File: config.mk
export PLATFORM = sky130hd
export DESIGN_NAME = countdown_timer
export DESIGN_NICKNAME = d
export VERILOG_FILES = /design/src/rtl/countdown_timer.sv
export SDC_FILE = /design/constraint.sdc
export NUM_CORES = 1
export LEC_CHECK = 0
export CAP_MARGIN = 15
export CORE_UTILIZATION = 35
export CTS_CLUSTER_DIAMETER = 200
export DETAILED_ROUTE_END_ITERATION = 10
export DONT_BUFFER_PORTS = 1
export PLACE_DENSITY_LB_ADDON = 0.1
export REMOVE_ABC_BUFFERS = 1
export SLEW_MARGIN = 20
export SYNTH_ARGS = -nofsm -noshare
export SYNTH_HDL_FRONTEND = slang
export SYNTH_SLANG_ARGS = --single-unit
File: constraint.sdc
create_clock -name clk -period 2.5 [get_ports clk]
set_clock_uncertainty 0.05 [all_clocks]
set_input_delay 0.5 -clock clk [delete_from_list [all_inputs] [get_ports clk]]
set_output_delay 0.5 -clock clk [all_outputs]
set_load 0.005 [all_outputs]
File: src/rtl/countdown_timer.sv
// Loadable down-counter with one-shot/auto-reload modes, pause, abort and a done/ack handshake.
// All outputs come straight from flops; next-state logic lives in one always_comb.
module countdown_timer #(
  parameter int WIDTH        = 6,
  parameter int DEFAULT_LOAD = 63
) (
  input  logic             clk,
  input  logic             reset,
  input  logic             start,
  input  logic             load_en,
  input  logic [WIDTH-1:0] load_val,
  input  logic             auto_reload,
  input  logic             pause,
  input  logic             abort,
  input  logic             ack,
  output logic [WIDTH-1:0] count,
  output logic             busy,
  output logic             expired,
  output logic             done
);

  typedef enum logic [1:0] {
    IDLE = 2'd0,
    RUN  = 2'd1,
    DONE = 2'd2
  } state_t;

  localparam logic [WIDTH-1:0] DEFAULT_VAL = WIDTH'(DEFAULT_LOAD);

  state_t           state_q, state_d;
  logic [WIDTH-1:0] count_q, count_d;
  logic [WIDTH-1:0] reload_q, reload_d;
  logic             mode_q, mode_d;
  logic             busy_q, busy_d;
  logic             expired_q, expired_d;
  logic             done_q, done_d;
  logic [WIDTH-1:0] start_val;

  assign start_val = load_en ? load_val : DEFAULT_VAL;

  always_comb begin
    state_d   = state_q;
    count_d   = count_q;
    reload_d  = reload_q;
    mode_d    = mode_q;
    busy_d    = busy_q;
    expired_d = 1'b0;
    done_d    = done_q;

    if (abort) begin
      state_d = IDLE;
      count_d = '0;
      busy_d  = 1'b0;
      done_d  = 1'b0;
    end else begin
      case (state_q)
        IDLE, DONE: begin
          // A start in DONE doubles as an implicit ack.
          if (start) begin
            reload_d = start_val;
            count_d  = start_val;
            mode_d   = auto_reload;
            state_d  = RUN;
            busy_d   = 1'b1;
            done_d   = 1'b0;
          end else if (state_q == DONE && ack) begin
            state_d = IDLE;
            done_d  = 1'b0;
          end
        end
        RUN: begin
          if (!pause) begin
            if (count_q != '0) begin
              count_d = count_q - 1'b1;
            end else begin
              expired_d = 1'b1;
              if (mode_q) begin
                count_d = reload_q;
              end else begin
                state_d = DONE;
                count_d = '0;
                busy_d  = 1'b0;
                done_d  = 1'b1;
              end
            end
          end
        end
        default: begin
          state_d = IDLE;
          count_d = '0;
          busy_d  = 1'b0;
          done_d  = 1'b0;
        end
      endcase
    end
  end

  always_ff @(posedge clk or posedge reset) begin
    if (reset) begin
      state_q   <= IDLE;
      count_q   <= '0;
      reload_q  <= '0;
      mode_q    <= 1'b0;
      busy_q    <= 1'b0;
      expired_q <= 1'b0;
      done_q    <= 1'b0;
    end else begin
      state_q   <= state_d;
      count_q   <= count_d;
      reload_q  <= reload_d;
      mode_q    <= mode_d;
      busy_q    <= busy_d;
      expired_q <= expired_d;
      done_q    <= done_d;
    end
  end

  assign count   = count_q;
  assign busy    = busy_q;
  assign expired = expired_q;
  assign done    = done_q;

endmodule

[Yosys cells after proc, flatten, opt, wreduce, memory -nomap -nowiden]
Index checks and enable logic that the tools add are counted.
Storage, ports and cells
  output and inout port bits: 9
  bits in registers: 18
  word-level logic and storage cells: 55
Cells by class
  multiplexer cells: 31
  bitwise operators: 1
  eq/ne operators: 7
  reductions and logical operators: 8
  $add $sub $neg: 1
Operator list (count)
  $mux 6: 6
  $mux 1: 15
  $mux 2: 6
  $ne 3x3->1 const B: 4
  $pmux 6 s2: 1
  $reduce_and 4->1: 2
  $reduce_bool 6->1: 1
  $sub 6x1->6 const B: 1
  $ne 4x4->1 const B: 1
  $pmux 1 s2: 2
  $pmux 2 s2: 1
  $reduce_and 3->1: 1
  $eq 2x1->1 const B: 1
  $eq 2x2->1 const B: 1
  $logic_not 2->1: 1
  $reduce_and 2->1: 1
  $reduce_or 2->1: 1
  $logic_and 1x1->1: 1
  $not 1->1: 1

[Depth between registers and ports, before layout]
Gate-level depths: netlist (run 1).
  depth in word-level cells: 6
  depth in mapped cells: 6
  depth with buffers taken out: 6

[Worst setup path before layout (run 1)]
No wires, ideal clock.
  path type: reg-to-reg
  start point: register count_q[0] (netlist: count[0])
  end point: register count_q[0] (netlist: count[0])
  period minus slack after synthesis: 1.711 ns
  stages on the path, launching flop included: 7
  path buffers: 0
  setup time: 0.126 ns
  data arrival time: 1.535 ns
  data required time: 2.324 ns
  slack: 0.789 ns
  cells stage by stage: dfrtp_1 inv_1 ha_1 nor3b_2 nand2_2 mux2i_1 a221o_1
Between the ends
  cells in the longest elaborated chain, start to end: 5
RTL lines
  start: declaration: line 31  | logic [WIDTH-1:0] count_q, count_d;
  start signal: assignment: line 109  | count_q <= count_d;
  $sub 6x1->6 / $reduce_bool 6->1 (equally long branches): line 74, 73
  $mux 6 (*): line 73  | if (count_q != '0) begin
  $mux 6 (*): line 72  | if (!pause) begin
  $pmux 6 s2 (*): line 56  | case (state_q)
  $mux 6 (*): line 50  | if (abort) begin
Every way passes the cells marked *; elsewhere a longest branch is shown, timed or not. The select of a mux whose other input is x is not followed.
A chain may end at the register's enable or synchronous reset.

[Final worst setup path (run 1)]
Ends and elaborated chain as after synthesis.

==> summary.md, run 1 <==
| Metric | Value |
|---|---|
| Source of the worst register-to-register timing path | `count[0]$_DFFE_PP0P_` |
| WL per Instance | `17.3 um` |
| Cell variety after synth | `36` |
| Proportion of layout cells with a drive suffix above 1 | `0.100` |
| Final weighted congestion in routability-driven placement | `0.833` |
| Final wirelength | `roughly 2300 um` |
| Power density over cell area | `725 nW/um^2` |
| Top-area cell type share of the netlist area | `0.451` |
| Clock Path Buffers | `2` |
| RSZ-0062 raised after global routing | `false` |
| Final hold viol count | `0` |
| Starting Density | `0.365` |
| Worst min path class | `input pin to async pin` |
| CTS Sinks | `18` |
| Critical R2R Capture | `count[0]$_DFFE_PP0P_` |
| Site Rows | `19` |
| GRT Overall Usage | `0.162` |
| Number of hold buffers added after CTS | `0` |
| Launch point of the worst path | `count[0]$_DFFE_PP0P_` |
| Peak Freq | `~520 MHz` |
| Global route hottest layer | `met2` |
| Placed Cells incl. Taps | `127` |
| Setup violations, final | `0` |
| Post-CTS sizing | `0` |
| Worst Setup Start Kind | `flop` |
| Share of the yosys chip area belonging to registers | `0.451` |
| Slew at the pin closest to its max-slew limit | `0.707 ns` |
| Type of element capturing the critical path | `flop` |
| Clock tree from TritonCTS | `yes` |
| Top-Level Pins | `23` |
| Die X | `55.4 um` |
| Fraction of met2 tracks used by global routing | `0.234` |
| Critical path data required time | `2.64 ns` |
| Overall via count from detail_route | `762` |
| List of cells traversed by the critical path | `inv_1 > ha_1 > nor3b_2 > nand2_2 > mux2i_1 > a221o_1` |
| Final nets | `117` |
| Peak ir drop on the vdd network | `between 0.0004 and 0.0005 V` |
| Post-route ant nets | `0` |
| H-tree lvl count | `1` |
| Count of cells along the worst register-to-register path | `6` |
| Clock buffers created by TritonCTS | `3` |
| Die Footprint | `3070 sq um` |
| Clk slew on worst S/H paths | `roughly 0.11 ns` |
| Final Max Tran Viols | `0` |
| Total inserted antenna cells | `0` |
| Residual DRC count | `0` |
| Maximum number of pins on one net before global-route repair | `19` |
| Outcome | `finished, final reports clean` |
| Max_slew headroom | `0.528` |
| Area growth from synthesis to layout | `5.26%` |
| Global-route met3 utilization | `0.0726` |
| Port Buf Inserts | `0` |
| Post-synthesis register bit count | `18` |
| Yosys top cell by area | `dfrtp_1` |
| Setup Fix Bufs, Post-CTS | `0` |
| Static leakage | `0.504 nW` |
| Endpoint of the worst setup timing path | `count[0]$_DFFE_PP0P_` |
| Critical path class | `flop to flop` |
| Number of vias per cell after detailed routing | `5.82` |
| DIE HEIGHT | `roughly 55 um` |
| Cell count after synthesis | `99` |
| Post-route minimum period | `about 1.9 ns` |
| Total core area | `roughly 2700 sq um` |
| Final cell count without fillers | `131` |
| Maximum capacitance violations | `0` |
| Crit-path max cell delay | `approximately 0.47 ns` |
| Clock insertion delay at the later pin of the skew report | `0.30 ns` |
| Number of warning messages in the yosys log | `0` |
| R2R setup slack | `0.58 ns` |
| Post-synth EDFFs | `0` |
| Synthesized area | `998 sq um` |
| Fraction of the cycle the final worst path needs | `0.769` |
| Crit Path Max Fanout | `7` |
| Clock root buffer | `clkbuf_4` |
| Post-DP HPWL | `~1600 um` |
| Data arrival time of the critical path | `2.07 ns` |
| Grt met1 use | `0.211` |
| Vias in the first global route | `756` |
| Synth top area cells | `dfrtp_1, a221o_1, nand2_1` |
| Antenna violations before repair | `0` |
| Synth Area per Inst | `10.1 sq um` |
| Cell with the largest stage delay on the worst path | `dfrtp_1` |
| Leading register cell type out of synthesis | `dfrtp_1` |
| Sum of negative setup slack | `0 ns` |
| Drt initial violations | `16` |
| 1st-pass router iterations | `4` |
| Total overflow reported by the global router | `0` |
| Wire length of the first global-routing pass | `roughly 3700 um` |
| Ys async rst share | `1.00` |
[worst max-delay path: cells and delay by family, from the launching register on]
family,cells,cell delay [ns]
and+or+nand+nor,2,0.49
DFF,1,0.47
AOI/OAI and AO/OA,1,0.33
adders and majority gates,1,0.21
muxes,1,0.15
buffers and inverters,1,0.11
[cell families after synthesis]
group,share of synthesized area
compound gates,0.223
xor+xnor,0.00877
fa+ha+maj,0.0251
buf+inv,0.0564
flops,0.451
mux,0.0401
simple gates,0.196
[cells in the mapped netlist (2+ instances only)]
cell / count
a21o_1: 5
a21oi_1: 2
a221o_1: 5
buf_4: 2
dfrtp_1: 18
ha_1: 2
inv_1: 7
mux2i_1: 4
nand2_1: 13
nand2b_1: 3
nand3_1: 3
nor2_1: 3
nor3_1: 2
o211ai_1: 2
o21a_1: 5
o21ai_0: 2
o31ai_1: 2
[worst min path at each step]
stage | from | end | slack [ns] | cells after the start
final | reset | reload_q[5]$_DFFE_PP0P_ | 0.14 | 1
after floorplan | reset | busy$_DFFE_PP0P_ | 0.39 | 1
after detailed placement | reload_q[3]$_DFFE_PP0P_ | reload_q[3]$_DFFE_PP0P_ | 0.41 | 1
after CTS | reset | mode_q$_DFFE_PP0P_ | 0.16 | 1
after global placement | reload_q[3]$_DFFE_PP0P_ | reload_q[3]$_DFFE_PP0P_ | 0.40 | 1
after global routing | reset | reload_q[2]$_DFFE_PP0P_ | 0.18 | 1
[flip-flops by register name (all words and copies together) (netlist names)]
name and flops:
mode_q 1, done 1, reload_q 6, busy 1, expired 1, count 6, state_q 2
[power breakdown]
part	total (W)	internal (W)	switching [W]
Sequential	0.000388	0.000333	0.0000551
Clock	0.000187	0.0000889	0.0000982
Combinational	0.000187	0.0000888	0.0000978
[per-stage QoR]
step,worst slack (ns),util,total power (W),hold slack (ns),cell area (sq um)
floorplan,0.789,-,0.000532,0.389,968
global placement,0.673,0.371,0.000578,0.405,1010
detailed placement,0.605,0.371,0.000581,0.413,1010
CTS,0.576,0.384,0.000775,0.157,1050
global route,0.432,0.384,0.000817,0.179,1050
finish,0.578,0.384,0.000762,0.136,1050
[cell usage in the layout (no fill, tap or decap), drive strengths merged, types with 2 or more instances in the layout]
cell and instances:
a21o 5, a21oi 2, a221o 5, clkbuf 4
dfrtp 18, ha 2, inv 7, mux2i 4
nand2 14, nand2b 3, nand3 3, nor2 4
nor3 2, nor3b 2, o211ai 2, o21a 5
o21ai 3, o31ai 2
[cell type report]
cell class                 count  area, sq um
timing repair buffer           1         7.51
clock buffer                   4         36.3
sequential                    18          450
fill                         271         1680
inverter                       7         26.3
multi-input combinational     70          492
tap                           31         38.8
[per-layer routing]
metal,up-vias,share of wire,wire length [um]
li1,360,-,-
met1,368,0.46,1050
met2,30,0.44,998
met3,4,0.081,183
met4,0,0.014,31
met5,-,0,0
Power figures use the tool's default switching activity.
==> run 2, diff against run 1 <==
==> constraint.sdc (replaced) <==
create_clock -name clk -period 1.7 [get_ports clk]
set_clock_uncertainty 0.05 [all_clocks]
set_input_delay 0.34 -clock clk [delete_from_list [all_inputs] [get_ports clk]]
set_output_delay 0.34 -clock clk [all_outputs]
set_load 0.005 [all_outputs]
==> summary.md, run 2 (same netlist as run 1, synthesis figures left out) <==
| Metric | Value |
|---|---|
| Static leakage | `0.576 nW (+14%)` |
| Clock tree from TritonCTS | `yes` |
| Worst Setup Start Kind | `flop` |
| Post-route minimum period | `1.65 ns (-0.267 ns)` |
| Number of gates on the worst path with buffers counted | `7 (+1)` |
| Final weighted congestion in routability-driven placement | `0.797 (-4.3%)` |
| FILL cells | `265 (-2.2%)` |
| Critical path data required time | `1.90 ns (-0.74 ns)` |
| Vias in the first global route | `844 (+12%)` |
| Placed Cells incl. Taps | `138 (+8.7%)` |
| Crit-path max cell delay | `0.38 ns (-0.09 ns)` |
| Core Util, Final | `0.436 (+0.0517)` |
| Slew at the pin closest to its max-slew limit | `0.362 ns (-0.345 ns)` |
| Starting Density | `0.365 (unchanged)` |
| Type of element capturing the critical path | `flop` |
| Source of the worst register-to-register timing path | `count[0]$_DFFE_PP0P_` |
| Die Footprint | `3070 sq um (unchanged)` |
| GRT Overall Usage | `0.173 (+0.0114)` |
| Most frequent cells in the layout | `dfrtp_1, nand2_1, buf_4` |
| Drt initial violations | `28 (+12)` |
| WL met1 | `1140 um (+9.0%)` |
| CTS Sinks | `18 (unchanged)` |
| Antenna violations before repair | `0 (unchanged)` |
| Post-route ant nets | `0 (unchanged)` |
| Launch point of the worst path | `count[0]$_DFFE_PP0P_` |
| Clock insertion delay at the later pin of the skew report | `0.30 ns (about the same)` |
| FF/Latch Area | `450 sq um (unchanged)` |
| Outcome | `finished, final reports clean` |
| Max_slew headroom | `0.759 (+0.231)` |
| Residual DRC count | `0 (unchanged)` |
| Clock root buffer | `clkbuf_4` |
| Setup slack after layout | `0.0457 ns (-0.533 ns)` |
| Peak Freq | `604 MHz (+16%)` |
| Final nets | `130 (+11%)` |
| RSZ-0062 raised after global routing | `true` |
| Final hold viol count | `0 (unchanged)` |
| Total area of multi-input combinational cells | `533 sq um (+8.4%)` |
| Clock Path Buffers | `2 (unchanged)` |
| Sum of negative setup slack | `0 ns (unchanged)` |
| Final cell count without fillers | `144 (+9.9%)` |
| Overall via count from detail_route | `791 (+3.8%)` |
| Critical R2R Capture | `count[5]$_DFFE_PP0P_` |
| Wire length of the first global-routing pass | `4040 um (+8.5%)` |
| Worst min path class | `input pin to flop` |
| Detail Route met2 WL | `1100 um (+10%)` |
| Port Buf Inserts | `0 (unchanged)` |
| Count of cells along the worst register-to-register path | `7 (+1)` |
| DIE HEIGHT | `55.4 um (unchanged)` |
| Post-DP HPWL | `1750 um (+11%)` |
| Top layer in use | `met4` |
| Dpl ws | `-0.0433 ns (-0.648 ns)` |
| Total inserted antenna cells | `0 (unchanged)` |
| Crit Path Max Fanout | `2 (-5)` |
| Power density over cell area | `1030 nW/um^2 (+42%)` |
| Site Rows | `19 (unchanged)` |
| Clk slew on worst S/H paths | `0.11 ns (about the same)` |
| Setup violations, final | `0 (unchanged)` |
| Data arrival time of the critical path | `1.85 ns (-0.22 ns)` |
| Maximum number of pins on one net before global-route repair | `19 (unchanged)` |
| Final wirelength | `2390 um (+5.6%)` |
| Top-Level Pins | `23 (unchanged)` |
| Cell with the largest stage delay on the worst path | `dfrtp_1` |
| Fraction of the cycle the final worst path needs | `0.973 (+0.204)` |
| Total overflow reported by the global router | `0 (unchanged)` |
| Proportion of layout cells with a drive suffix above 1 | `0.230 (+0.130)` |
| WL per Instance | `16.6 um (-3.9%)` |
| R2R setup slack | `0.05 ns (-0.53 ns)` |
| List of cells traversed by the critical path | `inv_2 > ha_4 > buf_4 > or3_4 > a2111oi_4 > o211ai_1 > nand3_1` |
| Number of vias per cell after detailed routing | `5.49 (-5.6%)` |
| 1st-pass router iterations | `5 (+1)` |
| Most common cell after layout, fill and taps aside | `dfrtp_1` |
| Final Max Tran Viols | `0 (unchanged)` |
| Die X | `55.4 um (unchanged)` |
| H-tree lvl count | `1 (unchanged)` |
| Top Family by Delay on Critical Path | `simple AND/OR/NAND/NOR gates` |
| Area growth from synthesis to layout | `19.4%` |
| Critical path class | `flop to flop` |
| Peak ir drop on the vdd network | `0.000563 V (+19%)` |
| Total core area | `2730 sq um (unchanged)` |
| Number of buffer and inverter instances along the worst setup path | `2 (+1)` |
| Amount of wire on met3 after detailed routing | `126 um (-31%)` |
| Minimum hold slack | `0.0965 ns (-0.0395 ns)` |
| Endpoint of the worst setup timing path | `count[5]$_DFFE_PP0P_` |
| Clock buffers created by TritonCTS | `3 (unchanged)` |
| Maximum capacitance violations | `0 (unchanged)` |
-- run 2: metal layers --
metal,GRT usage,vias up
met5,0,-
met4,0.0643,0
met3,0.0609,2
met2,0.269,19
met1,0.222,385
li1,-,385
-- run 2: final cells by class --
class | instances | area share
repair buffers | 14 | 0.0902
clock buffers | 4 | 0.0304
multi-input cells | 70 | 0.447
well taps | 31 | 0.0325
inverters | 7 | 0.0220
flip-flops and latches | 18 | 0.378
-- run 2: metrics by stage --
step | total power [W] | area (sq um)
finish | 0.00122 | 1190
global route | 0.00132 | 1190
CTS | 0.00122 | 1160
detailed placement | 0.000914 | 1100
global placement | 0.000906 | 1100
floorplan | 0.000783 | 968
-- run 2: repair_timing --
| action | CTS | global route |
|---|---|---|
| pin swaps | 2 | 1 |
| endpoints found under the setup margin | 6 | 9 |
| gates cloned | 0 | 0 |
| hold endpoints to repair | 18 | 0 |
| resized for setup | 5 | 3 |
| hold buffers | 1 | 0 |
| buffers inserted | 1 | 0 |
-- run 2: where the power goes --
| part | internal (W) | switching (W) |
|---|---|---|
| combinational | 0.000206 | 0.000199 |
| clock | 0.000131 | 0.000141 |
| sequential | 0.000490 | 0.0000569 |
-- run 2: worst min-delay path by stage --
stage / endpoint / start / depth (start not counted)
after CTS: mode_q$_DFFE_PP0P_ / auto_reload / 2
after floorplan: busy$_DFFE_PP0P_ / reset / 1
after global placement: busy$_DFFE_PP0P_ / reset / 2
after global routing: mode_q$_DFFE_PP0P_ / auto_reload / 2
final: mode_q$_DFFE_PP0P_ / auto_reload / 2
after detailed placement: mode_q$_DFFE_PP0P_ / reset / 2
==> run 3, diff against run 2 <==
--- a/config.mk
+++ b/config.mk
@@ -10,6 +10,7 @@
 export CTS_CLUSTER_DIAMETER = 200
 export DETAILED_ROUTE_END_ITERATION = 10
 export DONT_BUFFER_PORTS = 1
+export HOLD_SLACK_MARGIN = 0.15
 export PLACE_DENSITY_LB_ADDON = 0.1
 export REMOVE_ABC_BUFFERS = 1
 export SLEW_MARGIN = 20
==> constraint.sdc (replaced) <==
create_clock -name clk -period 1.8 [get_ports clk]
set_clock_uncertainty 0.05 [all_clocks]
set_input_delay 0.36 -clock clk [delete_from_list [all_inputs] [get_ports clk]]
set_output_delay 0.36 -clock clk [all_outputs]
set_load 0.005 [all_outputs]
==> summary.md, run 3 (same netlist as run 1, synthesis figures left out) <==
| Metric | Value |
|---|---|
| Setup violations, final | `0 (unchanged)` |
| Port Buf Inserts | `0 (unchanged)` |
| Clk slew on worst S/H paths | `0.11 ns (about the same)` |
| Worst Setup Start Kind | `flop` |
| Internal Power | `0.000751 W (-9.2%)` |
| Number of vias per cell after detailed routing | `5.59 (+1.8%)` |
| Maximum capacitance violations | `0 (unchanged)` |
| Power Total | `0.00112 W (-8.6%)` |
| Proportion of layout cells with a drive suffix above 1 | `0.183 (-0.0466)` |
| Final nets | `126 (-3.1%)` |
| Clock root buffer | `clkbuf_4` |
| Clock insertion delay at the later pin of the skew report | `0.30 ns (about the same)` |
| Dpl ws | `0.0299 ns (+0.0732 ns)` |
| Final cell count without fillers | `140 (-2.8%)` |
| Final Max Tran Viols | `0 (unchanged)` |
| Post-route ant nets | `0 (unchanged)` |
| CTS Sinks | `18 (unchanged)` |
| Site Rows | `19 (unchanged)` |
| GRT Overall Usage | `0.161 (-0.0121)` |
| Peak Freq | `578 MHz (-4.4%)` |
| Final hold viol count | `0 (unchanged)` |
| Sequential power share | `0.475 (+0.028)` |
| Part of the power in the clock network | `0.232 (+0.010)` |
| Fraction of the cycle the final worst path needs | `0.961 (-0.0121)` |
| WL per Instance | `16.3 um (-1.8%)` |
| Total core area | `2730 sq um (unchanged)` |
| Post-route minimum period | `1.73 ns (+0.0755 ns)` |
| Antenna violations before repair | `0 (unchanged)` |
| Wire length of the first global-routing pass | `3790 um (-6.3%)` |
| Total inserted antenna cells | `0 (unchanged)` |
| Die Footprint | `3070 sq um (unchanged)` |
| H-tree lvl count | `1 (unchanged)` |
| Max_slew headroom | `0.737 (-0.0214)` |
| Sw frac | `0.329 (+0.00427)` |
| Static leakage | `0.554 nW (-3.9%)` |
| Power density over cell area | `974 nW/um^2 (-5.0%)` |
| Worst min path class | `input pin to flop` |
| Clock tree from TritonCTS | `yes` |
| Type of element capturing the critical path | `flop` |
| Proportion of power drawn by combinational gates | `0.293 (-0.038)` |
| Critical path class | `flop to flop` |
| DIE HEIGHT | `55.4 um (unchanged)` |
| Drt initial violations | `20 (-29%)` |
| Most common cell after layout, fill and taps aside | `dfrtp_1` |
| Switching power | `0.000367 W (-7.4%)` |
| Placed Cells incl. Taps | `132 (-4.3%)` |
| Slew at the pin closest to its max-slew limit | `0.394 ns (+0.0321 ns)` |
| Overall via count from detail_route | `783 (-1.0%)` |
| Data arrival time of the critical path | `1.88 ns (+0.03 ns)` |
| Post-DP HPWL | `1620 um (-7.1%)` |
| Vias in the first global route | `791 (-6.3%)` |
| Crit Path Max Fanout | `4 (+2)` |
| Outcome | `finished, final reports clean` |
| Residual DRC count | `0 (unchanged)` |
| Sum of negative setup slack | `0 ns (unchanged)` |
| Starting Density | `0.365 (unchanged)` |
| Critical path data required time | `1.95 ns (+0.05 ns)` |
| Top-Level Pins | `23 (unchanged)` |
| Setup slack after layout | `0.0702 ns (+0.0245 ns)` |
| Peak ir drop on the vdd network | `0.000553 V (-1.8%)` |
| Most frequent cells in the layout | `dfrtp_1, nand2_1, buf_4` |
| Area growth from synthesis to layout | `14.9%` |
| Clock Path Buffers | `2 (unchanged)` |
| Final wirelength | `2280 um (-4.5%)` |
| Maximum number of pins on one net before global-route repair | `19 (unchanged)` |
| Final weighted congestion in routability-driven placement | `0.780 (-2.1%)` |
| Clock buffers created by TritonCTS | `3 (unchanged)` |
| Die X | `55.4 um (unchanged)` |
| Total overflow reported by the global router | `0 (unchanged)` |
| 1st-pass router iterations | `4 (-1)` |
[run 3: cell count changes in the layout (fill, tap and decap cells not counted)]
cell           before  now
or3_1               0    1
or3_4               1    0
buf_4              13    8
dlygate4sd3_1       1    2
a2111oi_4           1    0
a2111oi_2           0    1
[run 3: critical path, stage by stage, from the launching register on]
cell and delay, ns:
dfrtp_1 0.40, inv_2 0.09, ha_4 0.14, nor3b_4 0.29
mux2i_1 0.24, o31ai_1 0.09, a221o_1 0.33
[run 3: worst paths after layout]
| kind | end | from | slack, ns | cells after the start |
|---|---|---|---|---|
| max in group asynchronous | reload_q[1]$_DFFE_PP0P_ | reset | 1.05 | 3 |
| min in group asynchronous | count[2]$_DFFE_PP0P_ | reset | 0.45 | 3 |
| setup reg to reg | count[3]$_DFFE_PP0P_ | count[1]$_DFFE_PP0P_ | 0.07 | 6 |
| hold reg to reg | reload_q[3]$_DFFE_PP0P_ | reload_q[3]$_DFFE_PP0P_ | 0.44 | 1 |
| hold / removal | state_q[1]$_DFFE_PP0P_ | ack | 0.19 | 2 |
| setup / recovery | count[3]$_DFFE_PP0P_ | count[1]$_DFFE_PP0P_ | 0.07 | 6 |
[run 3: power groups by stage]
stage	Clock, W	Sequential [W]	Combinational, W
2_1_floorplan	0	0.000524	0.000215
3_3_place_gp	0	0.000535	0.000282
3_5_place_dp	0	0.000536	0.000287
4_1_cts	0.000269	0.000528	0.000292
5_1_grt	0.000281	0.000544	0.000364
6_report	0.000260	0.000531	0.000327
[run 3: area by class of cell]
class,instances,area [sq um]
repair buffers,10,80.1
fillers,269,1590
clock buffers,4,36.3
inverters,7,26.3
flip-flops and latches,18,450
multi-input cells,70,515
well taps,31,38.8
[run 3: through the flow]
stage	area, sq um	utilization	hold WS [ns]
3_3_place_gp	1050	0.385	0.237
2_1_floorplan	968	-	0.249
4_1_cts	1110	0.405	0.188
3_5_place_dp	1050	0.385	0.236
6_report	1150	0.420	0.195
5_1_grt	1150	0.420	0.186
[run 3: what timing repair did]
action                                  CTS  global route
setup buffers                             0             2
endpoints found under the setup margin    0             6
hold endpoints to repair                 19             0
hold buffers                              2             0
gates resized for setup                   0             6
[run 3: layer usage]
layer | track usage | up-vias | wire (um)
met5 | 0 | - | 0
met4 | 0.0643 | 0 | 35
met3 | 0.0656 | 4 | 135
met2 | 0.255 | 27 | 1040
met1 | 0.194 | 371 | 1070
li1 | - | 381 | -
